`config.mk`:
```
export PLATFORM = sky130hd
export DESIGN_NAME = alu_issue_stage
export DESIGN_NICKNAME = d
export VERILOG_FILES = /design/src/rtl/alu_pkg.sv /design/src/rtl/alu_issue_entry.sv /design/src/rtl/alu_issue_stage.sv
export SDC_FILE = /design/constraint.sdc
export NUM_CORES = 1
export LEC_CHECK = 0
export CAP_MARGIN = 20
export CORE_ASPECT_RATIO = 1.5
export CORE_MARGIN = 1
export CORE_UTILIZATION = 54
export CTS_CLUSTER_DIAMETER = 30
export DETAILED_ROUTE_END_ITERATION = 10
export PLACE_DENSITY_LB_ADDON = 0.15
export SETUP_SLACK_MARGIN = 0.02
export SYNTH_ARGS = -nofsm -noshare
export SYNTH_HDL_FRONTEND = slang
export SYNTH_SLANG_ARGS = --single-unit
```
`constraint.sdc`:
```
create_clock -name clk -period 3.9 [get_ports clk]
set_clock_uncertainty 0.15 [all_clocks]
set_input_delay 0.975 -clock clk [delete_from_list [all_inputs] [get_ports clk]]
set_output_delay 0.975 -clock clk [all_outputs]
set_load 0.005 [all_outputs]
```
`src/rtl/alu_pkg.sv`:
```
// alu_pkg: shared types for the ALU issue stage.
//   - N / REGW       : operand width and register index width
//   - alu_op_t       : 4-bit ALU select encoding
//   - issue_entry_t  : one buffered decoded operation
//   - occ_state_t    : occupancy of the issue stage (EMPTY / ONE / TWO)
//   - snoop_entry()  : refresh an entry's operands from a writeback
package alu_pkg;

  localparam int N    = 32;
  localparam int REGW = 5;

  typedef enum logic [3:0] {
    ALU_AND = 4'b0000,
    ALU_OR  = 4'b0001,
    ALU_ADD = 4'b0010,
    ALU_SUB = 4'b0011,
    ALU_MUL = 4'b0100,
    ALU_DIV = 4'b0101,
    ALU_SLL = 4'b0110,
    ALU_SRL = 4'b0111,
    ALU_NOT = 4'b1000
  } alu_op_t;

  typedef struct packed {
    logic [N-1:0]    a;
    logic [N-1:0]    b;
    logic [REGW-1:0] rs;
    logic [REGW-1:0] rt;
    logic            b_imm;
    alu_op_t         s;
    logic            sign;
    logic [REGW-1:0] rd;
  } issue_entry_t;

  typedef enum logic [1:0] {
    ST_EMPTY = 2'd0,
    ST_ONE   = 2'd1,
    ST_TWO   = 2'd2
  } occ_state_t;

  // Replace operands whose source register is being written this cycle.
  // Register 0 is hard-wired and never refreshed; immediates are never refreshed.
  function automatic issue_entry_t snoop_entry(
    input issue_entry_t    e,
    input logic            wb_en,
    input logic [REGW-1:0] wb_idx,
    input logic [N-1:0]    wb_data
  );
    issue_entry_t r;
    r = e;
    if (wb_en && (wb_idx != '0)) begin
      if (e.rs == wb_idx)                r.a = wb_data;
      if ((e.rt == wb_idx) && !e.b_imm)  r.b = wb_data;
    end
    return r;
  endfunction

endpackage

```
`src/rtl/alu_issue_entry.sv`:
```
// alu_issue_entry: one storage entry of the issue stage.
// Ports:
//   clk, rst_n   : clock, async active-low reset (entry cleared to zero)
//   clear        : synchronous clear (flush), highest priority
//   load         : capture load_data this edge
//   load_data    : entry to capture (new op or the skid entry being promoted)
//   live         : entry currently holds a valid op and must be snooped
//   wb_en/idx/data : register-file writeback port being snooped
//   q            : stored entry
module alu_issue_entry
  import alu_pkg::*;
(
  input  logic            clk,
  input  logic            rst_n,
  input  logic            clear,
  input  logic            load,
  input  issue_entry_t    load_data,
  input  logic            live,
  input  logic            wb_en,
  input  logic [REGW-1:0] wb_idx,
  input  logic [N-1:0]    wb_data,
  output issue_entry_t    q
);

  issue_entry_t entry_q;
  issue_entry_t entry_d;
  issue_entry_t base;

  // The snoop is applied after the load mux, so a loaded entry sees the
  // same-cycle writeback (capture bypass) exactly like a resident one.
  always_comb begin
    base    = load ? load_data : entry_q;
    entry_d = entry_q;
    if (clear) begin
      entry_d = '0;
    end else if (load || live) begin
      entry_d = snoop_entry(base, wb_en, wb_idx, wb_data);
    end
  end

  always_ff @(posedge clk or negedge rst_n) begin
    if (!rst_n) begin
      entry_q <= '0;
    end else begin
      entry_q <= entry_d;
    end
  end

  assign q = entry_q;

endmodule

```
`src/rtl/alu_issue_stage.sv`:
```
// alu_issue_stage: decode -> ALU pipeline register with a 2-entry skid buffer
// and register-file writeback snooping of buffered operands.
// Handshake: a transfer happens on a rising edge where valid && ready are both
// high; valid does not depend on ready, and once out_valid is raised the
// presented op stays put (apart from snooped operand refreshes) until it fires.
// Ports:
//   clk, rst_n            : clock, async active-low reset
//   flush                 : drop every buffered op (and any op offered this cycle)
//   in_valid / in_ready   : decode-side handshake (in_ready is registered)
//   in_a, in_b, in_rs, in_rt, in_b_imm, in_s, in_sign, in_rd : decoded op
//   wb_en, wb_idx, wb_data: register-file writeback being snooped
//   out_valid / out_ready : ALU-side handshake
//   out_a, out_b, out_s, out_sign, out_rd : op presented to the ALU
//   dbg_state             : occupancy state (EMPTY/ONE/TWO) for observation
module alu_issue_stage
  import alu_pkg::*;
(
  input  logic            clk,
  input  logic            rst_n,
  input  logic            flush,
  input  logic            in_valid,
  output logic            in_ready,
  input  logic [N-1:0]    in_a,
  input  logic [N-1:0]    in_b,
  input  logic [REGW-1:0] in_rs,
  input  logic [REGW-1:0] in_rt,
  input  logic            in_b_imm,
  input  logic [3:0]      in_s,
  input  logic            in_sign,
  input  logic [REGW-1:0] in_rd,
  input  logic            wb_en,
  input  logic [REGW-1:0] wb_idx,
  input  logic [N-1:0]    wb_data,
  output logic            out_valid,
  input  logic            out_ready,
  output logic [N-1:0]    out_a,
  output logic [N-1:0]    out_b,
  output logic [3:0]      out_s,
  output logic            out_sign,
  output logic [REGW-1:0] out_rd,
  output logic [1:0]      dbg_state
);

  occ_state_t   state_q, state_d;
  logic         out_valid_q, out_valid_d;
  logic         in_ready_q, in_ready_d;

  logic         accept;
  logic         fire;
  logic         main_load;
  logic         skid_load;
  logic         main_from_skid;
  issue_entry_t in_entry;
  issue_entry_t main_src;
  issue_entry_t main_q;
  issue_entry_t skid_q;

  always_comb begin
    in_entry.a     = in_a;
    in_entry.b     = in_b;
    in_entry.rs    = in_rs;
    in_entry.rt    = in_rt;
    in_entry.b_imm = in_b_imm;
    in_entry.s     = alu_op_t'(in_s);
    in_entry.sign  = in_sign;
    in_entry.rd    = in_rd;
  end

  // A flush-cycle offer is never accepted.
  assign accept = in_valid && in_ready_q && !flush;
  assign fire   = out_valid_q && out_ready;

  always_comb begin
    state_d        = state_q;
    main_load      = 1'b0;
    skid_load      = 1'b0;
    main_from_skid = 1'b0;
    case (state_q)
      ST_EMPTY: begin
        if (accept) begin
          main_load = 1'b1;
          state_d   = ST_ONE;
        end
      end
      ST_ONE: begin
        if (accept && fire) begin
          main_load = 1'b1;
        end else if (accept) begin
          skid_load = 1'b1;
          state_d   = ST_TWO;
        end else if (fire) begin
          state_d   = ST_EMPTY;
        end
      end
      ST_TWO: begin
        // in_ready is low in TWO, so only the promotion can happen here.
        if (fire) begin
          main_load      = 1'b1;
          main_from_skid = 1'b1;
          state_d        = ST_ONE;
        end
      end
      default: state_d = ST_EMPTY;
    endcase
    if (flush) begin
      state_d   = ST_EMPTY;
      main_load = 1'b0;
      skid_load = 1'b0;
    end
    out_valid_d = (state_d != ST_EMPTY);
    in_ready_d  = (state_d != ST_TWO);
  end

  assign main_src = main_from_skid ? skid_q : in_entry;

  always_ff @(posedge clk or negedge rst_n) begin
    if (!rst_n) begin
      state_q     <= ST_EMPTY;
      out_valid_q <= 1'b0;
      in_ready_q  <= 1'b1;
    end else begin
      state_q     <= state_d;
      out_valid_q <= out_valid_d;
      in_ready_q  <= in_ready_d;
    end
  end

  alu_issue_entry u_main (
    .clk       (clk),
    .rst_n     (rst_n),
    .clear     (flush),
    .load      (main_load),
    .load_data (main_src),
    .live      (state_q != ST_EMPTY),
    .wb_en     (wb_en),
    .wb_idx    (wb_idx),
    .wb_data   (wb_data),
    .q         (main_q)
  );

  alu_issue_entry u_skid (
    .clk       (clk),
    .rst_n     (rst_n),
    .clear     (flush),
    .load      (skid_load),
    .load_data (in_entry),
    .live      (state_q == ST_TWO),
    .wb_en     (wb_en),
    .wb_idx    (wb_idx),
    .wb_data   (wb_data),
    .q         (skid_q)
  );

  assign in_ready  = in_ready_q;
  assign out_valid = out_valid_q;
  assign out_a     = main_q.a;
  assign out_b     = main_q.b;
  assign out_s     = main_q.s;
  assign out_sign  = main_q.sign;
  assign out_rd    = main_q.rd;
  assign dbg_state = state_q;

endmodule

```
-- After elaboration in Yosys (flattened, before gate mapping)
Index checks and enable logic that the tools add are counted.
W data, S select, Z words.
- mux-type cells: 29
- eq/ne operators: 7
- reductions and logical operators: 22
- operators with widths (kind ; number):
    $mux W85 ; 7
    $mux W32 ; 4
    $mux W64 ; 2
    $eq A5 B5 Y1 ; 4
    $mux W2 ; 6
    $reduce_bool A2 Y1 ; 6
    $mux W1 ; 8
    $logic_and A1 B1 Y1 ; 7
    $pmux W2 S3 ; 1
    $reduce_bool A5 Y1 ; 1
    $reduce_and A2 Y1 ; 2
    $logic_not A1 Y1 ; 3
    $pmux W1 S3 ; 1
    $eq A2 B1 Y1 const B ; 1
    $eq A2 B2 Y1 const B ; 1
    $logic_not A2 Y1 ; 1
    $logic_or A1 B1 Y1 ; 2
    $ne A2 B2 Y1 const B ; 1
- bits in registers: 174
- output and inout bits: 78
- logic and storage cells: 77

-- Logic depth before layout (Yosys ltp)
- depth after elaboration: 13
- gate-level depth with buffers: 12
- gate-level depth less buffers: 7

-- Modules after synthesis
From an unflattened synthesis, not the netlist that was laid out.
- cell total of the unflattened synthesis: 1033
- area total of the unflattened synthesis: 11155.7 um2
- modules (own cells, without submodules) (module ; instances ; cells each ; area an instance (um2)):
    alu_issue_entry ; 2 ; 459 ; 4873.4
    alu_issue_stage ; 1 ; 115 ; 1408.9

-- Worst setup path after synthesis
No wires, ideal clock.
- kind: in2reg
- start point: input port flush
- end point: register u_skid.entry_q (netlist bit u_skid.q[25])
- cell stages on the path: 10
- data required time: 3.605 ns
- setup time: 0.145 ns
- slack: 0.326 ns
- arrival time: 3.280 ns
- cell sequence: buf_2 nand4bb_1 nor2_1 mux2i_1 xnor2_1 or4_1 buf_2 clkbuf_1 nor2_1 o31ai_2
- word-level cells in the longest chain between the ends: 13
- ends and longest elaborated chain (item ; RTL line ; RTL):
    start, declared ; alu_issue_stage.sv:20 ; input logic flush,
    $logic_not A1 Y1 ; alu_issue_stage.sv:70 ; assign accept = in_valid && in_ready_q && !flush;
    $logic_and A1 B1 Y1 ; alu_issue_stage.sv:70 ;
    $mux W1 or $logic_and A1 B1 Y1 (tied branches) ; alu_issue_stage.sv:88, alu_issue_stage.sv:86 ;
    $mux W1 ; alu_issue_stage.sv:86 ; if (accept && fire) begin
    $mux W1 ; alu_issue_stage.sv:78 ; case (state_q)
    $mux W1 ; alu_issue_stage.sv:105 ; if (flush) begin
    $mux W85 ; alu_issue_entry.sv:32 ; base = load ? load_data : entry_q;
    $eq A5 B5 Y1 or $logic_not A1 Y1 (tied branches) ; alu_pkg.sv:53 ; if ((e.rt == wb_idx) && !e.b_imm) r.b = wb_data;
    $logic_and A1 B1 Y1 ; alu_pkg.sv:53 ;
    $mux W32 ; alu_pkg.sv:53 ;
    $mux W64 ; alu_pkg.sv:51 ; if (wb_en && (wb_idx != '0)) begin
    $mux W85 ; alu_issue_entry.sv:36 ; end else if (load || live) begin
    $mux W85 ; alu_issue_entry.sv:34 ; if (clear) begin
    end signal, assigned ; alu_issue_entry.sv:45 ; entry_q <= entry_d;
    end, declared ; alu_issue_entry.sv:25 ; issue_entry_t entry_q;
Several ways; a longest one is shown, not always the timed one. The select of a mux whose other input is x is not followed.
A chain may end at the register's enable or synchronous reset.

-- Worst setup path in the final report
- start point: input port flush
- end point: register u_skid.entry_q (netlist bit u_skid.q[24])
Same word-level chain as after synthesis.

==> reports/metrics.yaml <==
critical_path:
  critPathKind: "primary input to register"
  crit_chain: "clkdlybuf4s50_1 -> nand4bb_1 -> o21ai_1 -> a21oi_1 -> or4_1 -> or4_2 -> buf_12 -> and3_1 -> o31ai_1"
  critPathLaunchType: "primary input"
  worst_r2r_path_depth: 8
  crit_slowest_cell: "or4_2"
  path_delay_family: "simple AND/OR/NAND/NOR gates"
  cp_num_buf_inv: 2
  r2r-end: "u_skid.q[24]"
  crit_fanout: 64
  max_stage_delay_ns: 0.66
  worstPathArrival_ns: 3.86
  required_ns: 4.09
  r2r_slack_ns: 0.65
  r2r_start: "dbg_state[1]"
  worstSetupEndpointType: "register"
clocking:
  cts_tree: "yes"
  cts-buffers-inserted: 17
  clock_sinks: 174
  path_clk_slew_ns: 0.07
  cts_buffer_depth: 2
  root_buffer: "clkbuf_16"
  ctsHoldBuffers: 0
  clock_latency_ns: 0.43
  cts.repair.resized: 0
  htree_num_levels: 4
  postCtsSetupBuffers: 0
logic_synthesis:
  synth_xor_area_frac: 0.006294
  synth_cells: 1405
  synth_fp_nets: 1533
  synth-edff-count: 0
  synth_seq_cells: 174
  synth_top_family_by_area: "simple AND/OR/NAND/NOR gates"
  synthDistinctLibCells: 52
  synthAdderAreaFrac: 0
  async_flop_share: 1.000
  synth_warnings: 0
  ys.flop_type: "dfrtp_1"
  synth_area_sq_um: 11130
  seq_area_frac_synth: 0.3913
  synth_compound_area_frac: 0.1674
  avgSynthCellArea_sq_um: 7.923
  synthMuxAreaShare: 0.08913
  synth-simple-area-share: 0.2515
grt:
  grt_usage: 0.3303
  grt_pass1_vias: 10510
  grt_pass1_wl_um: 54740
  antenna_found_initial: 1
  grt_overflow: 0
  grt_max_degree: 90
place:
  dp_hpwl_um: 21740
  portBuffers: 205
  dp.cells: 1753
  place.gp.congestion: 0.9293
min_path:
  min_to: "u_main.q[6]"
  hp-start: "u_main.q[6]"
  hold_class: "register to register"
  hold_depth: 2
final_layout:
  final_common_cell: "nand2_1"
  fin_cells: 1786
  area_growth_pct: 24.40
  drive_above_1_share: 0.09665
  final_util: 0.6809
  layout_common_cells: "nand2_1, clkdlybuf4s50_1, dfrtp_1, nor2_1, mux2i_1"
  fin_nets: 1636
die:
  fp.coreArea_sq_um: 20340
  die-area_sq_um: 21200
  chipHeight_um: 177.8
  rows: 64
  start_util: 0.5473
  die_w_um: 119.2
  pin_count: 206
sta:
  finalSetupTns_ns: 0
  finalCriticalPeriod_ns: 3.673
  finalHoldViolCount: 0
  max_freq_ghz: 0.2723
  tightest_slew_ns: 0.9365
  period_share: 0.9417
  slew_viol_final: 0
  slew_headroom: 0.3757
  rsz0062_at_grt: "no"
  setup_violations: 0
power:
  design_power_total_mw: 4.944
  p_leak_nw: 5.557
  power-per-cell-area_nw_per_um2: 357.0
  ir_drop_v: 0.0002528
route:
  ant_nets: 0
  viasPerCell: 5.943
  first_iter_violations: 985
  wl_per_cell_um: 19.17
  drc: 0
  drt-total-wl_um: 34240
  drtPass1Iterations: 6
  num_vias: 10620
status:
  status: "complete, no violations"
job:
  max_cap_violations: 0
-- tightest hold or removal path: cells and delay by family (launching register included) --
family	cells	cell delay, ns
AOI/OAI and AO/OA	1	0.06
DFF	1	0.35
and+or+nand+nor	1	0.05
-- power by group --
part	total (mW)	switching (mW)	internal [mW]
clock network	1.87	0.756	1.11
logic	1.07	0.541	0.528
registers	2.01	0.0965	1.91
total	4.94	1.39	3.55
-- final cells by class --
type                            count  area (sq um)
Fill cell                        1720          6491
Multi-Input combinational cell   1041          5786
Sequential cell                   174          4355
Timing Repair Buffer              268          2714
Clock buffer                       19         452.9
Tap cell                          264         330.3
Clock inverter                     13         185.2
Inverter                            6         22.52
Antenna cell                        1         2.502
-- worst max-delay path by stage --
stage / from / endpoint / slack (ns) / depth (start not counted)
floorplan: flush / u_skid.q[25] / 0.33 / 10
global placement: flush / u_skid.q[23] / -0.12 / 9
finish: flush / u_skid.q[24] / 0.23 / 9
detailed placement: flush / u_skid.q[23] / -0.21 / 9
CTS: flush / u_skid.q[24] / 0.27 / 9
global route: flush / u_skid.q[24] / 0.04 / 9
-- registers in the layout (all words and copies together), names as in the netlist --
| signal | flops |
|---|---|
| out_valid | 1 |
| u_skid.q | 85 |
| dbg_state | 2 |
| u_main.q | 85 |
| in_ready | 1 |
-- metrics by stage --
step	worst slack, ns	hold slack (ns)	area, sq um
after global routing	0.04300	0.3732	13850
final	0.2274	0.3321	13850
after CTS	0.2681	0.3369	13850
after detailed placement	-0.2124	0.3217	13210
after floorplan	0.3257	0.3010	11130
after global placement	-0.1211	0.3096	13210
-- per-layer routing --
layer	GRT usage	share of wire	up-vias
li1	-	-	4938
met1	0.3978	0.39	5145
met2	0.5584	0.50	452
met3	0.05720	0.064	80
met4	0.1825	0.043	0
met5	0	0	-
-- cell families after synthesis --
kind of cell	Yosys count
XOR/XNOR	8
buffers and inverters	190
AND/OR/NAND/NOR	668
multiplexers	98
AO/OA/AOI/OAI	267
flip-flops	174
-- cell usage after synthesis (2+ instances only) --
cell type  number  share of area
a211o_1         2         0.0016
a211oi_1        4         0.0027
a21oi_1        18         0.0081
a221o_1         4         0.0036
a221oi_1        2         0.0016
a31oi_1        65          0.037
and3_1         70          0.039
buf_1           7         0.0024
buf_2          12         0.0054
buf_4          80          0.054
buf_6           3         0.0030
clkbuf_1       82          0.028
dfrtp_1       173           0.39
inv_1           5         0.0017
mux2_1          3         0.0030
mux2_2          6         0.0061
mux2i_1        89          0.080
nand2_1       423           0.14
nand3_1        15         0.0067
nand4_1         4         0.0022
nor2_1        141          0.048
o211ai_1       10         0.0067
o21ai_0        14         0.0063
o21ai_1        69          0.031
o221ai_1        6         0.0047
o31ai_1        36          0.024
o31ai_2        28          0.031
or4_1           3         0.0020
xnor2_1         8         0.0063
Note: power is estimated with default switching activity, not from simulation.
